--- src/rtl/cpu_pkg.sv ---
// Shared RV32I CPU definitions: reset/NOP constants, base opcodes used by
// fetch, decode and hazard logic, and the fetch-stage FSM state encoding.
package cpu_pkg;

   localparam logic [31:0] CPU_RESET_PC  = 32'h0000_0000;
   localparam logic [31:0] CPU_NOP_INSTR = 32'h0000_0013;  // addi x0,x0,0

   localparam logic [6:0] OPC_LUI      = 7'b0110111;
   localparam logic [6:0] OPC_AUIPC    = 7'b0010111;
   localparam logic [6:0] OPC_JAL      = 7'b1101111;
   localparam logic [6:0] OPC_JALR     = 7'b1100111;
   localparam logic [6:0] OPC_BRANCH   = 7'b1100011;
   localparam logic [6:0] OPC_LOAD     = 7'b0000011;
   localparam logic [6:0] OPC_STORE    = 7'b0100011;
   localparam logic [6:0] OPC_OP_IMM   = 7'b0010011;
   localparam logic [6:0] OPC_OP       = 7'b0110011;
   localparam logic [6:0] OPC_MISC_MEM = 7'b0001111;
   localparam logic [6:0] OPC_SYSTEM   = 7'b1110011;

   typedef enum logic [1:0] {
      IDLE = 2'd0,
      RUN  = 2'd1,
      HOLD = 2'd2
   } fetch_state_t;

endpackage

--- src/rtl/fetch_skid_buffer.sv ---
// One-entry {instr, pc} holding buffer for a fetch response that arrives
// while decode is stalled. Clear has priority over load.
module fetch_skid_buffer
   import cpu_pkg::*;
(
   input  logic        clk,
   input  logic        rst,
   input  logic        load,
   input  logic        clear,
   input  logic [31:0] load_instr,
   input  logic [31:0] load_pc,
   output logic [31:0] instr,
   output logic [31:0] pc,
   output logic        full
);

   always_ff @(posedge clk or posedge rst) begin
      if (rst) begin
         full  <= 1'b0;
         instr <= '0;
         pc    <= '0;
      end else if (clear) begin
         full <= 1'b0;
      end else if (load) begin
         full  <= 1'b1;
         instr <= load_instr;
         pc    <= load_pc;
      end
   end

endmodule

--- src/rtl/fetch_stage.sv ---
// RV32I instruction fetch stage with IF/ID register and one-entry skid buffer.
// Optional FETCH_PERF_CNT_EN adds perf_fetched / perf_stall_cycles counters.
module fetch_stage
   import cpu_pkg::*;
#(
   parameter logic [31:0] RESET_PC  = CPU_RESET_PC,
   parameter logic [31:0] NOP_INSTR = CPU_NOP_INSTR
) (
   input  logic        clk,
   input  logic        rst,
   input  logic        stall,
   input  logic        redirect_valid,
   input  logic [31:0] redirect_pc,
   output logic        imem_req,
   output logic [31:0] imem_addr,
   input  logic [31:0] imem_rdata,
   output logic [31:0] id_instr,
   output logic [31:0] id_pc,
   output logic        id_valid
`ifdef FETCH_PERF_CNT_EN
   ,
   output logic [31:0] perf_fetched,
   output logic [31:0] perf_stall_cycles
`endif
);

   fetch_state_t state;
   logic [31:0]  pc;
   logic         inflight;
   logic [31:0]  inflight_pc;
   logic [31:0]  redirect_target;

   logic         skid_load;
   logic         skid_clear;
   logic         skid_full;
   logic [31:0]  skid_instr;
   logic [31:0]  skid_pc;

   logic         id_load;
   logic         id_next_valid;
   logic [31:0]  id_next_instr;
   logic [31:0]  id_next_pc;

   assign redirect_target = redirect_pc & ~32'h3;
   assign imem_addr       = pc;

   fetch_skid_buffer u_skid (
      .clk        (clk),
      .rst        (rst),
      .load       (skid_load),
      .clear      (skid_clear),
      .load_instr (imem_rdata),
      .load_pc    (inflight_pc),
      .instr      (skid_instr),
      .pc         (skid_pc),
      .full       (skid_full)
   );

   // Redirect overrides stall and drops whatever response is arriving.
   always_comb begin
      imem_req      = 1'b0;
      skid_load     = 1'b0;
      skid_clear    = 1'b0;
      id_load       = 1'b0;
      id_next_valid = 1'b0;
      id_next_instr = NOP_INSTR;
      id_next_pc    = id_pc;
      if (redirect_valid) begin
         skid_clear = 1'b1;
         id_load    = 1'b1;
      end else begin
         case (state)
            RUN: begin
               imem_req  = !stall;
               skid_load = inflight && stall;
               id_load   = !stall;
               if (inflight) begin
                  id_next_valid = 1'b1;
                  id_next_instr = imem_rdata;
                  id_next_pc    = inflight_pc;
               end
            end
            HOLD: begin
               imem_req      = !stall;
               skid_clear    = !stall;
               id_load       = !stall;
               id_next_valid = skid_full;
               id_next_instr = skid_instr;
               id_next_pc    = skid_pc;
            end
            default: ;
         endcase
      end
   end

   always_ff @(posedge clk or posedge rst) begin
      if (rst) begin
         state       <= IDLE;
         pc          <= RESET_PC;
         inflight    <= 1'b0;
         inflight_pc <= '0;
         id_valid    <= 1'b0;
         id_instr    <= NOP_INSTR;
         id_pc       <= '0;
      end else begin
         inflight <= imem_req;
         if (imem_req) begin
            inflight_pc <= pc;
            pc          <= pc + 32'd4;
         end
         if (id_load) begin
            id_valid <= id_next_valid;
            id_instr <= id_next_instr;
            id_pc    <= id_next_pc;
         end
         if (redirect_valid) begin
            pc    <= redirect_target;
            state <= RUN;
         end else begin
            case (state)
               IDLE: state <= RUN;
               RUN:  if (inflight && stall) state <= HOLD;
               HOLD: if (!stall) state <= RUN;
               default: state <= IDLE;
            endcase
         end
      end
   end

`ifdef FETCH_PERF_CNT_EN
   always_ff @(posedge clk or posedge rst) begin
      if (rst) begin
         perf_fetched      <= '0;
         perf_stall_cycles <= '0;
      end else begin
         if (id_load && id_next_valid) perf_fetched <= perf_fetched + 32'd1;
         if (stall && id_valid) perf_stall_cycles <= perf_stall_cycles + 32'd1;
      end
   end
`endif

endmodule

--- config.mk ---
export PLATFORM = sky130hd
export DESIGN_NAME = fetch_stage
export DESIGN_NICKNAME = d
export VERILOG_FILES = /design/src/rtl/cpu_pkg.sv /design/src/rtl/fetch_skid_buffer.sv /design/src/rtl/fetch_stage.sv
export SDC_FILE = /design/constraint.sdc
export NUM_CORES = 1
export LEC_CHECK = 0
export BUFFER_PORTS_ARGS = -buffer_cell sky130_fd_sc_hd__buf_2
export CAP_MARGIN = 10
export CORE_MARGIN = 2
export CORE_UTILIZATION = 40
export DETAILED_ROUTE_END_ITERATION = 10
export RECOVER_POWER = 50
export SLEW_MARGIN = 0
export SYNTH_ARGS = -nofsm -noshare
export SYNTH_HDL_FRONTEND = slang
export SYNTH_SLANG_ARGS = --single-unit
--- constraint.sdc ---
create_clock -name clk -period 12.06 [get_ports clk]
set_input_delay 0.603 -clock clk [delete_from_list [all_inputs] [get_ports clk]]
set_output_delay 0.603 -clock clk [all_outputs]
set_load 0.02 [all_outputs]
==> reports/qor.csv, run 1 <==
metric;value;unit
drt via density;5.330;
Final Hold Viols;0;
largest cells by area after synthesis;dfrtp_1 (55%), mux2_2 (20%), a22oi_1 (3.0%);
GPL Wtd Cong;0.7129;
WHS Path Cells;3;
Async S/R FF share, synth;100.0;%
critical path class;primary input to async pin;
violated checks;max-capacitance violations, max-slew violations;
most frequent cells in the layout;dfrtp_1 (186), mux2_2 (153), clkbuf_1 (94);
per-cell routed wire length;18.02;um
diode count;0;
later-pin clock latency in the skew report;440;ps
area leader, netlist;dfrtp_1;
DR pass1 iterations;4;
initial antenna violation count;1;
Multi-input gate area;3513;um2
Required @ worst endpoint;11540;ps
final instance area;9953;um2
Cells after Synth;686;
Slew HR;-289.7;%
critical path's slowest cell;clkinvlp_2;
post-cts sizing count;0;
Initial Util;40.57;%
Setup Buffers After CTS;0;
CTS Buffer Depth;2;
worst hold-check path type;primary input to register;
Leak Pwr;4.168;nW
mapped cell area;8474;um2
synth unique cells;46;
register area;4733;um2
status;finished, violations left;
share of cells above drive strength 1;32.25;%
R2R depth;6;
Most used DFF post-synth;dfrtp_1;
CP Max Fanout;128;
final slew viol count;162;
Clock transition at path regs;70;ps
I/O Pins;166;
final wirelength;19990;um
via count;5911;
IO Port Bufs;159;
Worst-Margin Slew;5813;ps
synth warn;0;
CORE AREA;20890;um2
Period minus WS final;4567;ps
max cap viols;2;
worst r2r src;state[1];
Hold Path Origin;redirect_pc[8];
r2r endpoint;u_skid.pc[22];
die footprint;22370;um2
CTS sink cnt;189;
total power;2.382;mW
Site Rows;53;
Worst path top cell family by delay;buffers and inverters;
Buf/Inv on CP;2;
Setup Viol. Count Final;0;
DP HPWL;12320;um
Clock Skew;14.03;ps
Synth Register Bits;189;
Die X;149.6;um
Synth top area share;54.92;%
Total Routing Usage GR;18.25;%
EDFF count, synth;0;
Min Hold Slack;376.6;ps
CP cell instances;buf_2 -> clkinvlp_2;
Placed Area;9475;um2
CTS Hold Bufs;0;
R2R setup slack;8120;ps
Avg Inst Size Synth;12.35;um2
pwr dens;239.3;nW/um2
antenna viol nets, final;0;
fill cell count;1992;
H-tree lvl count;4;
period utilisation layout;37.87;%
vias in the first global route;5792;
RSZ-0062 raised after global routing;no;
clock root buffer;clkbuf_16;
largest net degree at the start of global routing;129;
Max VDD drop;105.4;uV
post-layout net count;895;
hold endpoint;imem_addr[8];
setup TNS;0;ps
die height;149.6;um
grt total ovfl;0;
Crit. End Element;async pin;
Residual DRC;0;
CTS tree;yes;
Crit path largest cell delay;3190;ps
Max Fclk;219.0;MHz
Initial DRC Count;330;
CTS buffer count;17;
CP Launch Type;primary input;
first-pass GRT wire length;31540;um
commonest non-fill, non-tap cell in the layout;dfrtp_1;
worst path arrival time;4050;ps
Area Overhead vs Synth;17.45;%
sequential area share after synthesis;55.85;%
-- through the flow --
step | util (%) | setup slack (ps) | std cells
after CTS | 48.27 | 8618 | 1109
after floorplan | - | 6320 | 689
after global placement | 45.36 | 8669 | 1077
after global routing | 47.65 | 6527 | 1109
after detailed placement | 45.36 | 8624 | 1077
final | 47.65 | 7493 | 1109
-- kinds of logic (layout without fill, tap and decap cells) --
| family | after synthesis | after routing | synth area share [%] |
|---|---|---|---|
| buf+inv | 60 | 205 | 3.204 |
| xor+xnor | 12 | 12 | 1.240 |
| compound gates | 117 | 117 | 9.435 |
| other cells | 1 | 4 | 0.04425 |
| flops | 189 | 189 | 55.85 |
| fa+ha+maj | 6 | 6 | 0.8858 |
| mux | 155 | 155 | 20.57 |
| simple gates | 146 | 146 | 8.770 |
-- power by group --
| group | switching (mW) | internal [mW] | total (mW) |
|---|---|---|---|
| logic | 0.422 | 0.351 | 0.772 |
| registers | 0.146 | 0.879 | 1.03 |
| clock network | 0.271 | 0.313 | 0.585 |
-- synth_stat cells (2+ instances only) --
library cell and number:
a211oi_1 29, a21oi_1 6, a22oi_1 34, a31oi_1 14, and2_1 3, and3_1 4
and4_1 3, buf_1 7, buf_2 5, buf_4 5, clkbuf_1 32, dfrtp_1 186
dfstp_2 3, dlygate4sd3_1 2, ha_1 6, inv_1 6, mux2_2 153, mux2i_1 2
nand2_1 27, nand3_1 14, nand4_1 8, nor2_1 48, nor2b_1 2, nor3_1 8
nor4_1 5, o21ai_0 19, o31ai_1 12, or3_1 3, or4_1 13, xnor2_1 11
-- worst max-delay path by stage --
| stage | from | to | slack, ps | cells after the start |
|---|---|---|---|---|
| 2_1_floorplan | rst | id_instr[10] | 6320 | 1 |
| 3_3_place_gp | state[0] | id_pc[13] | 8670 | 7 |
| 3_5_place_dp | state[0] | id_pc[14] | 8620 | 7 |
| 4_1_cts | state[0] | id_pc[13] | 8620 | 7 |
| 5_1_grt | rst | imem_addr[5] | 6530 | 2 |
| 6_report | rst | inflight_pc[4] | 7490 | 2 |
-- routing by layer --
layer,GRT usage (%),up-vias,share of wire [%]
met5,0,-,0.055
met1,23.86,2940,46
met3,5.488,23,6.6
met2,28.92,161,46
li1,-,2785,-
met4,6.333,2,1.6
-- layout make-up --
| type | count | area share, % |
|---|---|---|
| Sequential cell | 189 | 47.55 |
| Clock buffer | 17 | 4.274 |
| Multi-Input combinational cell | 440 | 35.30 |
| Timing Repair Buffer | 166 | 7.316 |
| Clock inverter | 15 | 1.823 |
| Tap cell | 275 | 3.457 |
| Inverter | 7 | 0.2766 |
-- flip-flops by register name (all words and copies together), names as in the netlist --
signal        count
id_instr         32
id_pc            30
id_valid          1
imem_addr        30
inflight          1
inflight_pc      30
state             2
u_skid.full       1
u_skid.instr     32
u_skid.pc        30
No activity file was read; power rests on OpenSTA's default activity.
==> run 2, diff against run 1 <==
==> constraint.sdc (replaced) <==
create_clock -name clk -period 3.9 [get_ports clk]
set_input_delay 0.195 -clock clk [delete_from_list [all_inputs] [get_ports clk]]
set_output_delay 0.195 -clock clk [all_outputs]
set_load 0.02 [all_outputs]
==> run 2 against run 1 <==
The flow still finishes with violations (max-capacitance violations, max-slew violations). Design area increased by 3.6%. Sequential power grew to 3.1 times the previous value. Global-route usage increased by 0.15 points. Register-to-register slack worse by 6800 ps. Utilization rose by 1.7 points. Worst hold slack worse by 360 ps. Non-clock buffer count grew 36. Critical path depth is 3 higher. Die area unchanged. Final cell count grew 3.2%. Critical endpoint is now u_skid.pc[29]. Largest cell class unchanged. Largest power group unchanged.
==> reports/qor.csv, run 2 (synthesized netlist as in run 1, its figures left out) <==
metric;value;unit;change
die footprint;22370;um2;unchanged
pwr dens;703.0;nW/um2;+190%
violated checks;max-capacitance violations, max-slew violations;;
per-cell routed wire length;17.31;um;-4.0%
status;finished, violations left;;
fin util;49.37;%;+1.7 points
CP cell instances;inv_1 -> ha_1 -> and2_1 -> nand3_4 -> mux2_2;;
Max VDD drop;333.9;uV;+220%
commonest non-fill, non-tap cell in the layout;dfrtp_1;;
Max Fclk;384.0;MHz;
initial antenna violation count;0;;-1
Final Hold Viols;0;;unchanged
Crit. End Element;register;;
critical path class;register to register;;
Comb pwr share;33.7;%;+1.3 points
Seq pwr share;43.7;%;+0.7 points
later-pin clock latency in the skew report;430;ps;about the same
Period minus WS final;2604;ps;
IO Port Bufs;159;;unchanged
GPL Wtd Cong;0.7429;;+4.2%
DP HPWL;12260;um;-0.45%
worst hold-check path type;primary input to register;;
clock root buffer;clkbuf_16;;
period utilisation layout;66.78;%;
Setup Viol. Count Final;0;;unchanged
I/O Pins;166;;unchanged
Worst-Margin Slew;2616;ps;-3197 ps
Slew HR;-74.38;%;+220 points
setup TNS;0;ps;unchanged
max cap viols;1;;-1
largest net degree at the start of global routing;190;;+47%
Required @ worst endpoint;4200;ps;-7340 ps
NetSw;2.548;mW;+200%
CP Launch Type;register;;
Initial Util;40.57;%;unchanged
H-tree lvl count;4;;unchanged
switch share;35.15;%;-0.082 points
antenna viol nets, final;0;;unchanged
Site Rows;53;;unchanged
Total Routing Usage GR;18.40;%;+0.15 points
CP Max Fanout;62;;-52%
DR pass1 iterations;5;;+1
final wirelength;19820;um;-0.85%
worst path arrival time;2900;ps;-1150 ps
grt total ovfl;0;;unchanged
vias in the first global route;5979;;+3.2%
Crit path largest cell delay;780;ps;-2410 ps
Regs by FF count;id_instr x32, u_skid.instr x32;;
Residual DRC;0;;unchanged
critical path's slowest cell;nand3_4;;
CTS sink cnt;189;;unchanged
Clock transition at path regs;80;ps;about the same
Clock Skew;12.67;ps;-1.358 ps
fill cell count;1893;;-5.0%
Die X;149.6;um;unchanged
via count;6061;;+2.5%
die height;149.6;um;unchanged
placed insts;1079;;+0.19%
Area Overhead vs Synth;21.70;%;
Finished Layout Cells;1145;;+3.2%
CTS Buffer Depth;2;;unchanged
post-layout net count;931;;+4.0%
first-pass GRT wire length;32130;um;+1.9%
drt via density;5.293;;-0.69%
most frequent cells in the layout;dfrtp_1 (186), mux2_2 (153), buf_2 (112);;
share of cells above drive strength 1;36.67;%;+4.4 points
final slew viol count;190;;+17%
RSZ-0062 raised after global routing;no;;
diode count;0;;unchanged
CTS buffer count;17;;unchanged
Clk pwr share;22.6;%;-1.9 points
Initial DRC Count;284;;-14%
Leak Pwr;4.429;nW;+6.3%
CTS tree;yes;;
post-cts sizing count;0;;unchanged
CORE AREA;20890;um2;unchanged
internal power;4.703;mW;+200%
[run 2: cell type report]
cell class	count	area [um2]	area share, %
clock buffer	18	439.2	4.258
clock inverter	14	108.9	1.055
inverter	7	27.53	0.2669
multi-input combinational	440	3516	34.09
sequential	189	4733	45.89
tap	275	344.1	3.336
timing repair buffer	202	1145	11.10
[run 2: stage by stage]
| step | power (mW) | instance area (um2) | setup slack (ps) | hold WS [ps] |
|---|---|---|---|---|
| 3_3_place_gp | 5.646 | 9499 | 1278 | 406.5 |
| 3_5_place_dp | 5.711 | 9499 | 1235 | 410.6 |
| 6_report | 7.251 | 10310 | 1296 | 15.08 |
| 2_1_floorplan | 4.933 | 8489 | 1273 | 314.9 |
| 5_1_grt | 7.746 | 10310 | 1020 | 4.904 |
| 4_1_cts | 7.399 | 10390 | 1212 | 0.1203 |
[run 2: final timing paths]
kind                                      from          endpoint  slack (ps)  cells past startpoint
min in group asynchronous                  rst     u_skid.pc[27]         780                      3
worst max register to register        state[1]     u_skid.pc[29]        1300                      5
max in group asynchronous                  rst     imem_addr[31]        1550                      3
worst min register to register   u_skid.pc[22]     u_skid.pc[22]         500                      1
worst min-delay path            imem_rdata[31]  u_skid.instr[31]          20                      2
worst max-delay path                  state[1]     u_skid.pc[29]        1300                      5
[run 2: power by group through the flow]
stage | clock network [mW] | logic [mW] | registers (mW)
floorplan | 0 | 1.46 | 3.47
finish | 1.64 | 2.45 | 3.17
global route | 1.77 | 2.70 | 3.28
CTS | 1.68 | 2.55 | 3.17
detailed placement | 0 | 2.52 | 3.20
global placement | 0 | 2.48 | 3.17
[run 2: layer usage]
metal,routed length (um),track usage (%)
met2,9057,28.37
met3,1344,5.732
met5,0,0
met1,9179,25.01
met4,234,5.381
[run 2: critical path, delay by kind of cell (launching register included)]
family | cells | cell delay (ps)
multiplexers | 1 | 600
flip-flops | 1 | 400
buffers and inverters | 1 | 130
adder cells (fa/ha/maj) | 1 | 330
AND/OR/NAND/NOR | 2 | 1010
[run 2: timing repair]
item / in CTS / in global routing
hold endpoints to repair: 34 / 0
hold buffers: 34 / 0
setup buffers: 0 / 0
